===== src/rtl/scroll_pkg.sv =====
// Shared types and constants for the scrolling message source: character codes,
// 7-segment blank, FSM state encoding and the message ROM.
package scroll_pkg;

    typedef logic [4:0] char_t;

    localparam char_t CH_H     = 5'd16;
    localparam char_t CH_L     = 5'd17;
    localparam char_t CH_O     = 5'd18;
    localparam char_t CH_P     = 5'd19;
    localparam char_t CH_U     = 5'd20;
    localparam char_t CH_R     = 5'd21;
    localparam char_t CH_N     = 5'd22;
    localparam char_t CH_DASH  = 5'd23;
    localparam char_t CH_BLANK = 5'd31;

    localparam logic [6:0] SEG_BLANK = 7'b1111111;

    typedef enum logic [2:0] {
        ST_IDLE,
        ST_RUN,
        ST_PAD,
        ST_PAUSE,
        ST_DONE
    } state_t;

    localparam int unsigned ROM_DEPTH = 4;
    localparam char_t MSG_ROM [ROM_DEPTH] = '{CH_H, CH_O, CH_L, 5'd10};

    // Out-of-range indices read as blank so MSG_LEN beyond the ROM stays safe.
    function automatic char_t msg_char(input int unsigned i);
        char_t c;
        c = CH_BLANK;
        for (int unsigned k = 0; k < ROM_DEPTH; k++) begin
            if (k == i) c = MSG_ROM[k];
        end
        return c;
    endfunction

endpackage


===== src/rtl/scroll_message_source_seg7_char_decoder.sv =====
// Combinational character-code to active-low gfedcba segment decoder.
module seg7_char_decoder
    import scroll_pkg::*;
(
    input  char_t      char_i,
    output logic [6:0] seg_c
);

    always_comb begin
        seg_c = SEG_BLANK;
        case (char_i)
            5'd0:     seg_c = 7'b1000000;
            5'd1:     seg_c = 7'b1111001;
            5'd2:     seg_c = 7'b0100100;
            5'd3:     seg_c = 7'b0110000;
            5'd4:     seg_c = 7'b0011001;
            5'd5:     seg_c = 7'b0010010;
            5'd6:     seg_c = 7'b0000010;
            5'd7:     seg_c = 7'b1111000;
            5'd8:     seg_c = 7'b0000000;
            5'd9:     seg_c = 7'b0010000;
            5'd10:    seg_c = 7'b0001000;
            5'd11:    seg_c = 7'b0000011;
            5'd12:    seg_c = 7'b1000110;
            5'd13:    seg_c = 7'b0100001;
            5'd14:    seg_c = 7'b0000110;
            5'd15:    seg_c = 7'b0001110;
            CH_H:     seg_c = 7'b0001001;
            CH_L:     seg_c = 7'b1000111;
            CH_O:     seg_c = 7'b1000000;
            CH_P:     seg_c = 7'b0001100;
            CH_U:     seg_c = 7'b1000001;
            CH_R:     seg_c = 7'b0101111;
            CH_N:     seg_c = 7'b0101011;
            CH_DASH:  seg_c = 7'b0111111;
            default:  seg_c = SEG_BLANK;
        endcase
    end

endmodule


===== src/rtl/scroll_message_source.sv =====
// Emits the ROM message one character per prescaler tick as 7-segment codes with
// a shift strobe, followed by blank padding; supports loop and pause.
module scroll_message_source
    import scroll_pkg::*;
#(
    parameter  int unsigned MSG_LEN   = 4,
    parameter  int unsigned TICK_DIV  = 25000000,
    parameter  int unsigned BLANK_PAD = 6,
    localparam int unsigned IDX_W     = (MSG_LEN > 1) ? $clog2(MSG_LEN) : 1
) (
    input  logic             clock,
    input  logic             En,
    input  logic             start,
    input  logic             pause,
    input  logic             loop,
    output logic [6:0]       seg,
    output logic             shift_stb,
    output logic             busy,
    output logic             done,
    output logic [IDX_W-1:0] char_idx
);

    localparam int unsigned CNT_W = $clog2(TICK_DIV);
    localparam int unsigned PAD_W = (BLANK_PAD > 0) ? $clog2(BLANK_PAD + 1) : 1;

    state_t           state_q, state_d, saved_q, saved_d, mode;
    logic [CNT_W-1:0] cnt_q, cnt_d;
    logic [IDX_W-1:0] idx_q, idx_d, cidx_q, cidx_d;
    logic [PAD_W-1:0] pad_q, pad_d;
    logic [6:0]       seg_q, seg_d, dec_seg;
    logic             stb_q, stb_d, busy_q, busy_d, done_q, done_d;
    logic             tick, eos;

    seg7_char_decoder u_dec (
        .char_i (msg_char(32'(idx_q))),
        .seg_c  (dec_seg)
    );

    always_ff @(posedge clock or negedge En) begin
        if (!En) begin
            state_q <= ST_IDLE;
            saved_q <= ST_RUN;
            cnt_q   <= '0;
            idx_q   <= '0;
            cidx_q  <= '0;
            pad_q   <= '0;
            seg_q   <= SEG_BLANK;
            stb_q   <= 1'b0;
            busy_q  <= 1'b0;
            done_q  <= 1'b0;
        end else begin
            state_q <= state_d;
            saved_q <= saved_d;
            cnt_q   <= cnt_d;
            idx_q   <= idx_d;
            cidx_q  <= cidx_d;
            pad_q   <= pad_d;
            seg_q   <= seg_d;
            stb_q   <= stb_d;
            busy_q  <= busy_d;
            done_q  <= done_d;
        end
    end

    // A released PAUSE behaves as its saved state in the same cycle, so a frozen
    // terminal count fires on the very first unpaused cycle.
    always_comb begin
        state_d = state_q;
        saved_d = saved_q;
        cnt_d   = cnt_q;
        idx_d   = idx_q;
        cidx_d  = cidx_q;
        pad_d   = pad_q;
        seg_d   = seg_q;
        stb_d   = 1'b0;
        eos     = 1'b0;
        mode    = (state_q == ST_PAUSE) ? saved_q : state_q;
        tick    = (cnt_q == CNT_W'(TICK_DIV - 1));

        case (state_q)
            ST_IDLE, ST_DONE: begin
                if (start) begin
                    cnt_d   = '0;
                    idx_d   = '0;
                    pad_d   = '0;
                    saved_d = ST_RUN;
                    state_d = pause ? ST_PAUSE : ST_RUN;
                end
            end
            ST_RUN, ST_PAD, ST_PAUSE: begin
                if (pause) begin
                    state_d = ST_PAUSE;
                    saved_d = mode;
                end else begin
                    state_d = mode;
                    cnt_d   = tick ? '0 : cnt_q + CNT_W'(1);
                    if (tick) begin
                        stb_d = 1'b1;
                        if (mode == ST_RUN) begin
                            seg_d  = dec_seg;
                            cidx_d = idx_q;
                            idx_d  = idx_q + IDX_W'(1);
                            if (idx_q == IDX_W'(MSG_LEN - 1)) begin
                                idx_d = '0;
                                if (BLANK_PAD == 0) eos = 1'b1;
                                else                state_d = ST_PAD;
                            end
                        end else begin
                            seg_d = SEG_BLANK;
                            pad_d = pad_q + PAD_W'(1);
                            if (pad_q == PAD_W'(BLANK_PAD - 1)) eos = 1'b1;
                        end
                    end
                    if (eos) begin
                        pad_d   = '0;
                        idx_d   = '0;
                        state_d = loop ? ST_RUN : ST_DONE;
                    end
                end
            end
            default: state_d = ST_IDLE;
        endcase

        busy_d = (state_d == ST_RUN) || (state_d == ST_PAD) || (state_d == ST_PAUSE);
        done_d = (state_d == ST_DONE);
    end

    assign seg       = seg_q;
    assign shift_stb = stb_q;
    assign busy      = busy_q;
    assign done      = done_q;
    assign char_idx  = cidx_q;

endmodule


===== config.mk =====
export PLATFORM = sky130hd
export DESIGN_NAME = scroll_message_source
export DESIGN_NICKNAME = d
export VERILOG_FILES = /design/src/rtl/scroll_pkg.sv /design/src/rtl/scroll_message_source_seg7_char_decoder.sv /design/src/rtl/scroll_message_source.sv
export SDC_FILE = /design/constraint.sdc
export NUM_CORES = 1
export LEC_CHECK = 0
export ABC_CLOCK_PERIOD_IN_PS = 2240
export CAP_MARGIN = 0
export CORE_MARGIN = 4
export CORE_UTILIZATION = 40
export DETAILED_ROUTE_END_ITERATION = 7
export SLEW_MARGIN = 30
export SYNTH_ARGS = -nofsm -noshare
export SYNTH_HDL_FRONTEND = slang
export SYNTH_SLANG_ARGS = --single-unit

===== constraint.sdc =====
create_clock -name clock -period 2.24 [get_ports clock]
set_input_delay 0.672 -clock clock [delete_from_list [all_inputs] [get_ports clock]]
set_output_delay 0.672 -clock clock [all_outputs]
set_load 0.005 [all_outputs]

==> results.toml <==
[outcome]
outcome = "finished clean"

[floorplan]
ioPinCount = 17
fp.dieH_um = 87.2
core-area_sq_um = 5990
die_x_um = 87.2
design.die.area_sq_um = 7600
row_count = 28
start_util_pct = 41.9

[place]
place_congestion = 0.838
numPortBuffers = 16
hpwlAfterDp_mm = 3.66

[clock_network]
clockBufferDepth = 2
cts_root_buf = "clkbuf_8"
htreeDepth = 2
cts_buffers = 5
clk_pin_slew_ns = 0.09
clk_latency_ns = 0.31
cts_tree = "yes"
cts_setup_buffers = 0
clock_sink_count = 47

[yosys]
syn_area_per_cell_sq_um = 9.50
synthCells = 264
synth_top_area_share_pct = 39.9
synth-main-ff-cell = "dfrtp_1"
synth-async-reset-ratio_pct = 100
yosysWarnings = 0
synth_edf_count = 0
synth_area_leaders = "dfrtp_1 40%, dfstp_2 7.3%, xor2_1 6.3%"
yosysSeqAreaShare_pct = 47.3
syn_nets = 275
ys_types = 45
synth_top_area_cell = "dfrtp_1"
netlist_area_sq_um = 2510
synth_seq_cells = 47

[detailed_routing]
topRoutingLayerUsed = "met4"
drc = 0
wire_per_inst_um = 13.5
first_pass_iters = 6
drt_iter0_drc = 80
routed_wl_mm = 5.06
ant_nets = 0
wl_met1_mm = 2.45
vias = 1959
viasPerCell = 5.24
route.met2.wl_mm = 2.37
wl_met3_um = 165

[critical_path]
worstSetupStartpoint = "start"
crit_family = "buffers and inverters"
rr_endpoint = "pad_q[2]"
crit_arrival_ns = 2.29
path_depth = 8
cp_cell_sequence = "clkdlybuf4s50_1 > nor3b_2 > o21bai_2 > and4_1 > buf_4 > nand3_1 > xor2_1 > nor2_1"
crit_path_end = "cnt_q[23]"
path_buf_inv = 2
reg2reg_from = "cnt_q[1]"
reg2reg_slack_ns = 0.19
cp_slowest_stage_delay_ns = 0.49
critical_path_class = "in -> reg"
critPathSlowestCell = "clkdlybuf4s50_1"
end_kind = "flip-flop"
crit_fanout = 6
ff2ff_path_depth = 7
cp-start-kind = "input port"
cp_data_required_time_ns = 2.44

[timing]
setup_viol = 0
fin_hold_ws_ns = 0.444
slew_viol_final = 0
slew_headroom_pct = 60.8
period_share_pct = 93.0
rsz0062_at_grt = "no"
tightest_slew_ns = 0.588
period_minus_slack_ns = 2.08
finClkSkew_ns = 0.0120
fmax_mhz = 480
hold_violations = 0

[flow_run]
maxCapViolCount = 0

[final_layout]
n_antenna_cell = 0
seq_area_sq_um = 1180
layout-drive-gt1-share_pct = 17.7
nFillCells = 574
nNetsFinal = 309
multi_input_area_sq_um = 1250
syn_to_final_growth_pct = 19.6
fin_util_pct = 50.1

[power_and_ir_drop]
power_density_nw_per_um2 = 718
p_leak_nw = 1.34
ir_drop_uv = 420

[hold_path]
hp-class = "in -> async"

[global_routing]
grt_pass1_vias = 1906
grt_usage_pct = 14.5
grt_pass1_wl_mm = 8.70
antenna_found_initial = 0
grt_max_degree = 48
overflow = 0
synth_stat cells, drive strengths merged (3+ instances only):
| master | count |
|---|---|
| a21o | 3 |
| a21oi | 13 |
| and2 | 3 |
| and3 | 9 |
| buf | 9 |
| dfrtp | 40 |
| dfstp | 7 |
| ha | 6 |
| inv | 11 |
| nand2 | 19 |
| nand3 | 12 |
| nand4 | 11 |
| nor2 | 41 |
| nor2b | 3 |
| nor3 | 5 |
| o21ai | 22 |
| xnor2 | 4 |
| xor2 | 18 |
stage by stage:
stage | worst slack (ns) | TNS [ns] | cells | instance area [sq um] | total power, mW
after floorplan | 0.337 | 0 | 264 | 2510 | 1.37
after global placement | -0.137 | -1.95 | 366 | 2870 | 1.52
after detailed placement | -0.160 | -2.20 | 366 | 2870 | 1.54
after CTS | 0.163 | 0 | 374 | 2980 | 2.18
after global routing | 0.00972 | 0 | 374 | 3000 | 2.29
final | 0.157 | 0 | 374 | 3000 | 2.15
flip-flops by register name (all words and copies together) (netlist names):
signal and flops:
cnt_q 25, seg 6, pad_q 3, saved_q 3, state_q 3, char_idx 2, idx_q 2, busy 1
done 1, shift_stb 1
power by group:
part | internal (mW) | switching, mW
registers | 0.951 | 0.135
logic | 0.195 | 0.236
clock network | 0.333 | 0.303
worst reg2reg max path, stage by stage, from the launching register on:
cell	delay, ns
dfrtp_1	0.43
ha_1	0.25
and3b_1	0.19
nand4_1	0.18
or2_4	0.31
a21oi_4	0.16
nand3b_1	0.15
o311ai_1	0.27
what timing repair did:
item,CTS,global route
hold buffers,0,0
endpoints found under the setup margin,0,4
gates resized for setup,0,3
per-layer routing:
| layer | up-vias | track usage [%] |
|---|---|---|
| li1 | 974 | - |
| met1 | 943 | 19.1 |
| met2 | 33 | 23.5 |
| met3 | 9 | 2.84 |
| met4 | 0 | 5.44 |
| met5 | - | 0 |
cell type report:
cell class                 count  share of cell area, %
tap                           75                   3.13
clock inverter                 3                   1.46
multi-input combinational    197                   41.6
inverter                      11                   1.38
sequential                    47                   39.5
timing repair buffer          36                   10.6
clock buffer                   5                   2.29
kinds of logic (layout without fill, tap and decap cells):
kind of cell	Yosys count	after routing	synth area share, %
compound gates	50	50	13.3
fa+ha+maj	6	6	2.99
flops	47	47	47.3
buf+inv	20	55	3.54
simple gates	119	119	25.2
xor+xnor	22	22	7.68
how the worst min path moves through the flow:
stage | startpoint | end | slack, ns | cells after the start
5_1_grt | En | saved_q[2] | 0.49 | 2
6_report | En | saved_q[1] | 0.44 | 2
3_3_place_gp | char_idx[1] | char_idx[1] | 0.47 | 2
2_1_floorplan | En | busy | 0.38 | 0
4_1_cts | En | saved_q[2] | 0.46 | 2
3_5_place_dp | char_idx[1] | char_idx[1] | 0.47 | 2
placed cells by master (no fill, tap or decap), types with 5 or more instances in the layout:
cell              n
a21oi_1          10
and3_1            9
buf_4            19
clkbuf_8          5
clkdlybuf4s50_1  15
dfrtp_1          40
dfstp_2           7
ha_1              6
inv_1            11
nand2_1          19
nand3_1          12
nand4_1          10
nor2_1           41
o21ai_0          22
xor2_1           18
(Power assumes the default switching activity.)
